$ cat src/rtl/mole_pkg.sv
// mole_pkg: shared types and helpers for the whack-a-mole box picker.
// Holds the LFSR tap table, index-width helper and picker state enum.
package mole_pkg;

  typedef enum logic [1:0] {
    IDLE,
    DRAW,
    HOLD
  } pick_state_e;

  // Maximal-length XNOR tap masks, bit i set means lfsr[i] is tapped.
  function automatic logic [15:0] lfsr_taps(input int w);
    logic [15:0] t;
    case (w)
      3:       t = 16'h0006;
      4:       t = 16'h000C;
      5:       t = 16'h0014;
      6:       t = 16'h0030;
      7:       t = 16'h0060;
      8:       t = 16'h00B8;
      9:       t = 16'h0110;
      10:      t = 16'h0240;
      11:      t = 16'h0500;
      12:      t = 16'h0829;
      13:      t = 16'h100D;
      14:      t = 16'h2015;
      15:      t = 16'h6000;
      16:      t = 16'hD008;
      default: t = 16'h0006;
    endcase
    return t;
  endfunction

  function automatic int idx_w(input int n);
    return (n <= 2) ? 1 : $clog2(n);
  endfunction

endpackage

$ cat src/rtl/mole_lfsr.sv
// mole_lfsr: Fibonacci XNOR LFSR with load, advance and lock-up guard.
// A load of all-ones is replaced by SEED so the register never locks up.
module mole_lfsr
  import mole_pkg::*;
#(
  parameter int WIDTH = 8,
  parameter int SEED  = 1
) (
  input  logic             clk,
  input  logic             reset,
  input  logic             load,
  input  logic [WIDTH-1:0] load_val,
  input  logic             advance,
  output logic [WIDTH-1:0] state
);

  localparam logic [15:0]      TAPS16 = lfsr_taps(WIDTH);
  localparam logic [WIDTH-1:0] TAPS   = TAPS16[WIDTH-1:0];
  localparam logic [WIDTH-1:0] SEED_V = WIDTH'(SEED);

  logic [WIDTH-1:0] lfsr_q;
  logic [WIDTH-1:0] lfsr_d;
  logic             fb;

  always_comb begin
    fb     = ~^(lfsr_q & TAPS);
    lfsr_d = lfsr_q;
    if (load) begin
      lfsr_d = (&load_val) ? SEED_V : load_val;
    end else if (advance) begin
      lfsr_d = {lfsr_q[WIDTH-2:0], fb};
    end
  end

  always_ff @(posedge clk) begin
    if (reset) begin
      lfsr_q <= SEED_V;
    end else begin
      lfsr_q <= lfsr_d;
    end
  end

  assign state = lfsr_q;

endmodule

$ cat src/rtl/mole_box_picker.sv
// mole_box_picker: uniform random box selector via LFSR rejection sampling.
// Define MOLE_NO_REPEAT_EN to forbid consecutive identical picks.
module mole_box_picker
  import mole_pkg::*;
#(
  parameter int WIDTH     = 8,
  parameter int NUM_BOXES = 4,
  parameter int SEED      = 1,
  parameter int MAX_TRIES = 16
) (
  input  logic                        clk,
  input  logic                        reset,
  input  logic                        enable,
  input  logic                        req,
  output logic                        ready,
  output logic                        valid,
  input  logic                        ack,
  output logic [idx_w(NUM_BOXES)-1:0] box,
  input  logic                        seed_load,
  input  logic [WIDTH-1:0]            seed_in,
  output logic [WIDTH-1:0]            lfsr_state
);

  localparam int IDX_W = idx_w(NUM_BOXES);
  localparam int TRY_W = (MAX_TRIES > 1) ? $clog2(MAX_TRIES) : 1;

  localparam logic [IDX_W:0]   NB       = (IDX_W + 1)'(NUM_BOXES);
  localparam logic [TRY_W-1:0] TRY_LAST = TRY_W'(MAX_TRIES - 1);

  pick_state_e      state_q, state_d;
  logic [TRY_W-1:0] tries_q, tries_d;
  logic [IDX_W-1:0] box_q, box_d;
  logic [IDX_W-1:0] last_q, last_d;
  logic             have_last_q, have_last_d;
  logic             ready_q, ready_d;
  logic             valid_q, valid_d;

  logic             advance;
  logic             accept;
  logic [IDX_W-1:0] cand;
  logic [IDX_W:0]   last_inc;
  logic [IDX_W-1:0] fallback;

  mole_lfsr #(
    .WIDTH (WIDTH),
    .SEED  (SEED)
  ) u_lfsr (
    .clk      (clk),
    .reset    (reset),
    .load     (seed_load),
    .load_val (seed_in),
    .advance  (advance),
    .state    (lfsr_state)
  );

  assign cand     = lfsr_state[IDX_W-1:0];
  assign last_inc = {1'b0, last_q} + 1'b1;

  always_comb begin
    fallback = '0;
    if (have_last_q && (last_inc != NB)) begin
      fallback = last_inc[IDX_W-1:0];
    end
`ifdef MOLE_NO_REPEAT_EN
    accept = ({1'b0, cand} < NB) &&
             !(have_last_q && (cand == last_q));
`else
    accept = ({1'b0, cand} < NB);
`endif
  end

  always_comb begin
    state_d     = state_q;
    tries_d     = tries_q;
    box_d       = box_q;
    last_d      = last_q;
    have_last_d = have_last_q;
    advance     = 1'b0;
    unique case (state_q)
      IDLE: begin
        advance = enable;
        if (req) begin
          state_d = DRAW;
          tries_d = '0;
        end
      end
      DRAW: begin
        advance = 1'b1;
        if (accept) begin
          box_d       = cand;
          last_d      = cand;
          have_last_d = 1'b1;
          state_d     = HOLD;
        end else if (tries_q == TRY_LAST) begin
          box_d       = fallback;
          last_d      = fallback;
          have_last_d = 1'b1;
          state_d     = HOLD;
        end else begin
          tries_d = tries_q + 1'b1;
        end
      end
      HOLD: begin
        advance = enable;
        if (ack) begin
          state_d = IDLE;
        end
      end
      default: state_d = IDLE;
    endcase
    ready_d = (state_d == IDLE);
    valid_d = (state_d == HOLD);
  end

  always_ff @(posedge clk) begin
    if (reset) begin
      state_q     <= IDLE;
      tries_q     <= '0;
      box_q       <= '0;
      last_q      <= '0;
      have_last_q <= 1'b0;
      ready_q     <= 1'b1;
      valid_q     <= 1'b0;
    end else begin
      state_q     <= state_d;
      tries_q     <= tries_d;
      box_q       <= box_d;
      last_q      <= last_d;
      have_last_q <= have_last_d;
      ready_q     <= ready_d;
      valid_q     <= valid_d;
    end
  end

  assign ready = ready_q;
  assign valid = valid_q;
  assign box   = box_q;

endmodule

$ cat config.mk
export PLATFORM = sky130hd
export DESIGN_NAME = mole_box_picker
export DESIGN_NICKNAME = d
export VERILOG_FILES = /design/src/rtl/mole_pkg.sv /design/src/rtl/mole_lfsr.sv /design/src/rtl/mole_box_picker.sv
export SDC_FILE = /design/constraint.sdc
export NUM_CORES = 1
export LEC_CHECK = 0
export ABC_AREA = 0
export CORE_AREA = 4 4 41 43
export DETAILED_ROUTE_END_ITERATION = 8
export DIE_AREA = 0 0 45 47
export DONT_BUFFER_PORTS = 1
export PLACE_DENSITY = 0.76
export SYNTH_ARGS = -nofsm -noshare
export SYNTH_HDL_FRONTEND = slang
export SYNTH_SLANG_ARGS = --single-unit
$ cat constraint.sdc
create_clock -name clk -period 2.95 [get_ports clk]
set_input_delay 0.59 -clock clk [delete_from_list [all_inputs] [get_ports clk]]
set_output_delay 0.59 -clock clk [all_outputs]
set_load 0.01 [all_outputs]
==> summary.json <==
{
  "start_util": 0.543,
  "cts_hold_buf": 0,
  "sequential_cell_area_um2": 280,
  "drt_first_iter_violations": 13,
  "clock_share_of_power": 0.343,
  "dominantRegCellSynth": "sky130_fd_sc_hd__dfxtp_1",
  "min_period_ns": 1.40,
  "ratio_of_cells_with_drive_above_1_in_the_final_layout": 0.0897,
  "die_width_um": 45,
  "multiInputGateArea_um2": 389,
  "required_ns": 3.15,
  "grt_max_degree": 19,
  "fin_worst_hold_slack_ns": 0.365,
  "largest_fanout_on_the_critical_path": 9,
  "num_rows": 13,
  "grt_first_pass_wirelength_um": 2460,
  "synthDistinctLibCells": 25,
  "ant_nets": 0,
  "number_of_vias_per_cell": 6.57,
  "slew_viol_final": 0,
  "power_mw": 0.398,
  "drt_pre_antenna_iters": 4,
  "clkLatencyLatePin_ns": 0.28,
  "crit_chain": "nor2b_1 -> o21ai_1 -> a31oi_1",
  "syn-instance-count": 79,
  "tritoncts_clock_tree": "yes",
  "cts_repair_resize_count": 0,
  "io_pins": 26,
  "cellPowerDensity_nw_per_um2": 549,
  "drt_wl_total_um": 1510,
  "worst_slew_pin_slew_ns": 0.607,
  "synth_seq_cells": 14,
  "hpwl_um": 1100,
  "die_height_um": 47,
  "power.share.combinational": 0.110,
  "gp_congestion": 0.812,
  "grt_util_all_layers": 0.163,
  "fin_cells": 93,
  "asr_flop_ratio_synth": 0,
  "cp_data_arrival_time_ns": 1.60,
  "wire_per_inst_um": 16.3,
  "grt.overflow.total": 0,
  "path_class": "reg2reg",
  "edff_count_synth": 0,
  "critPathLaunchType": "flop",
  "finalCritPeriodShare": 0.476,
  "nNetsFinal": 93,
  "ctsRootBufferMaster": "sky130_fd_sc_hd__clkbuf_4",
  "finalHoldViolCount": 0,
  "power.switching_fraction": 0.252,
  "num_vias": 611,
  "slew-limit-headroom": 0.594,
  "ir_worst_vdd_v": 0.000253,
  "p_leak_nw": 0.246,
  "clock_tree.buffer_depth": 2,
  "worst_setup_hold_path_clk_slew_ns": 0.08,
  "core_area_um2": 1300,
  "numPlacedInstances": 89,
  "power.share.sequential": 0.547,
  "fill_cells": 143,
  "insertedDiodeCount": 0,
  "final_core_utilization": 0.557,
  "yosysWarnings": 0,
  "cts_inserted_buffers": 3,
  "crit_path_max_incr_delay_ns": 0.54,
  "grt_pass1_vias": 530,
  "cts.sinks": 14,
  "max_freq_mhz": 712,
  "cpMaxStageDelayCell": "sky130_fd_sc_hd__nor2b_1",
  "maxCapViolations": 0,
  "setup_violations": 0,
  "postSynthNetCount": 93,
  "port-buffer-count": 0,
  "antenna_found_initial": 0,
  "status": "complete, no violations",
  "worst_clock_skew_ns": 0.00371,
  "drc": 0,
  "synth.avg_cell_area_um2": 8.95,
  "p_sw_mw": 0.100,
  "intPower_mw": 0.298,
  "critPathCaptureType": "flop",
  "final.setup.tns_ns": 0,
  "sequential_fraction_of_the_synthesis_area": 0.396,
  "post_cts_buffers": 0,
  "cts.htree.levels": 1,
  "die-area_um2": 2120,
  "rsz0062_at_grt": "no",
  "areaGrowthSynthToFinish_pct": 2.48,
  "holdCritPathClass": "in2reg",
  "netlist_area_um2": 707
}
through the flow:
step	worst slack (ns)	cell area (um^2)
after floorplan	1.69	707
after global routing	1.42	724
final	1.55	724
after global placement	1.58	688
after CTS	1.56	724
after detailed placement	1.59	688
power by group through the flow:
| stage | sequential, mW | combinational (mW) | clock (mW) |
|---|---|---|---|
| 2_1_floorplan | 0.219 | 0.0453 | 0 |
| 3_3_place_gp | 0.222 | 0.0431 | 0 |
| 3_5_place_dp | 0.223 | 0.0434 | 0 |
| 4_1_cts | 0.218 | 0.0438 | 0.143 |
| 5_1_grt | 0.220 | 0.0490 | 0.150 |
| 6_report | 0.218 | 0.0437 | 0.136 |
registers in the layout, summed over array words and instances, names as in the netlist:
name	cells
box	2
valid	1
u_lfsr.state	8
state_q	2
ready	1
worst max-delay path: cells and delay by family (launching register included):
family | cells | cell delay (ns)
DFF | 1 | 0.41
AOI/OAI and AO/OA | 2 | 0.38
and+or+nand+nor | 1 | 0.54
layout by cell type, fill, tap and decap left out, drive strengths merged:
| cell type | instances |
|---|---|
| clkbuf | 4 |
| a211oi | 1 |
| and2b | 8 |
| nand4b | 1 |
| nand4 | 2 |
| nand2 | 4 |
| nor4b | 1 |
| nor2 | 1 |
| a31o | 1 |
| nand3 | 6 |
| dfxtp | 14 |
| nor3 | 1 |
| or3b | 1 |
| a31oi | 7 |
| xor2 | 1 |
| o21ai | 7 |
| xnor2 | 2 |
| nor3b | 1 |
| nor2b | 1 |
| a21oi | 5 |
| o211ai | 7 |
| nand2b | 2 |
routing by layer:
| metal | track usage | vias up | routed length [um] |
|---|---|---|---|
| met5 | 0 | - | 0 |
| met4 | 0.105 | 0 | 21 |
| met3 | 0.0498 | 4 | 179 |
| met2 | 0.234 | 36 | 737 |
| met1 | 0.210 | 276 | 575 |
| li1 | - | 295 | - |
cell usage after synthesis, drive strengths merged (2+ instances only):
master	n	area share
nand3	6	0.042
nand2b	2	0.018
and2b	8	0.085
buf	4	0.048
nand4	2	0.018
a21oi	5	0.041
xnor2	2	0.025
o211ai	7	0.074
o21ai	7	0.050
nand2	4	0.021
dfxtp	14	0.40
a31oi	7	0.062
kinds of logic (layout without fill, tap and decap cells):
| kind of cell | after synthesis | in the layout | share of synthesized area |
|---|---|---|---|
| and+or+nand+nor | 29 | 29 | 0.264 |
| xor gates and xnor gates | 3 | 3 | 0.0372 |
| AOI/OAI and AO/OA | 28 | 28 | 0.250 |
| DFF | 14 | 14 | 0.396 |
| buffers and inverters | 5 | 4 | 0.0531 |
final timing paths:
check	start	to	slack (ns)	cells after the start
hold / removal	reset	box[1]	0.37	1
setup / recovery	state_q[0]	u_lfsr.state[3]	1.55	3
setup reg to reg	state_q[0]	u_lfsr.state[3]	1.55	3
hold reg to reg	box[1]	box[1]	0.50	2
layout make-up:
cell class	count	share of cell area
Tap cell	15	0.0259
Clock buffer	4	0.0501
Sequential cell	14	0.387
Multi-Input combinational cell	60	0.537
(Power assumes the default switching activity.)
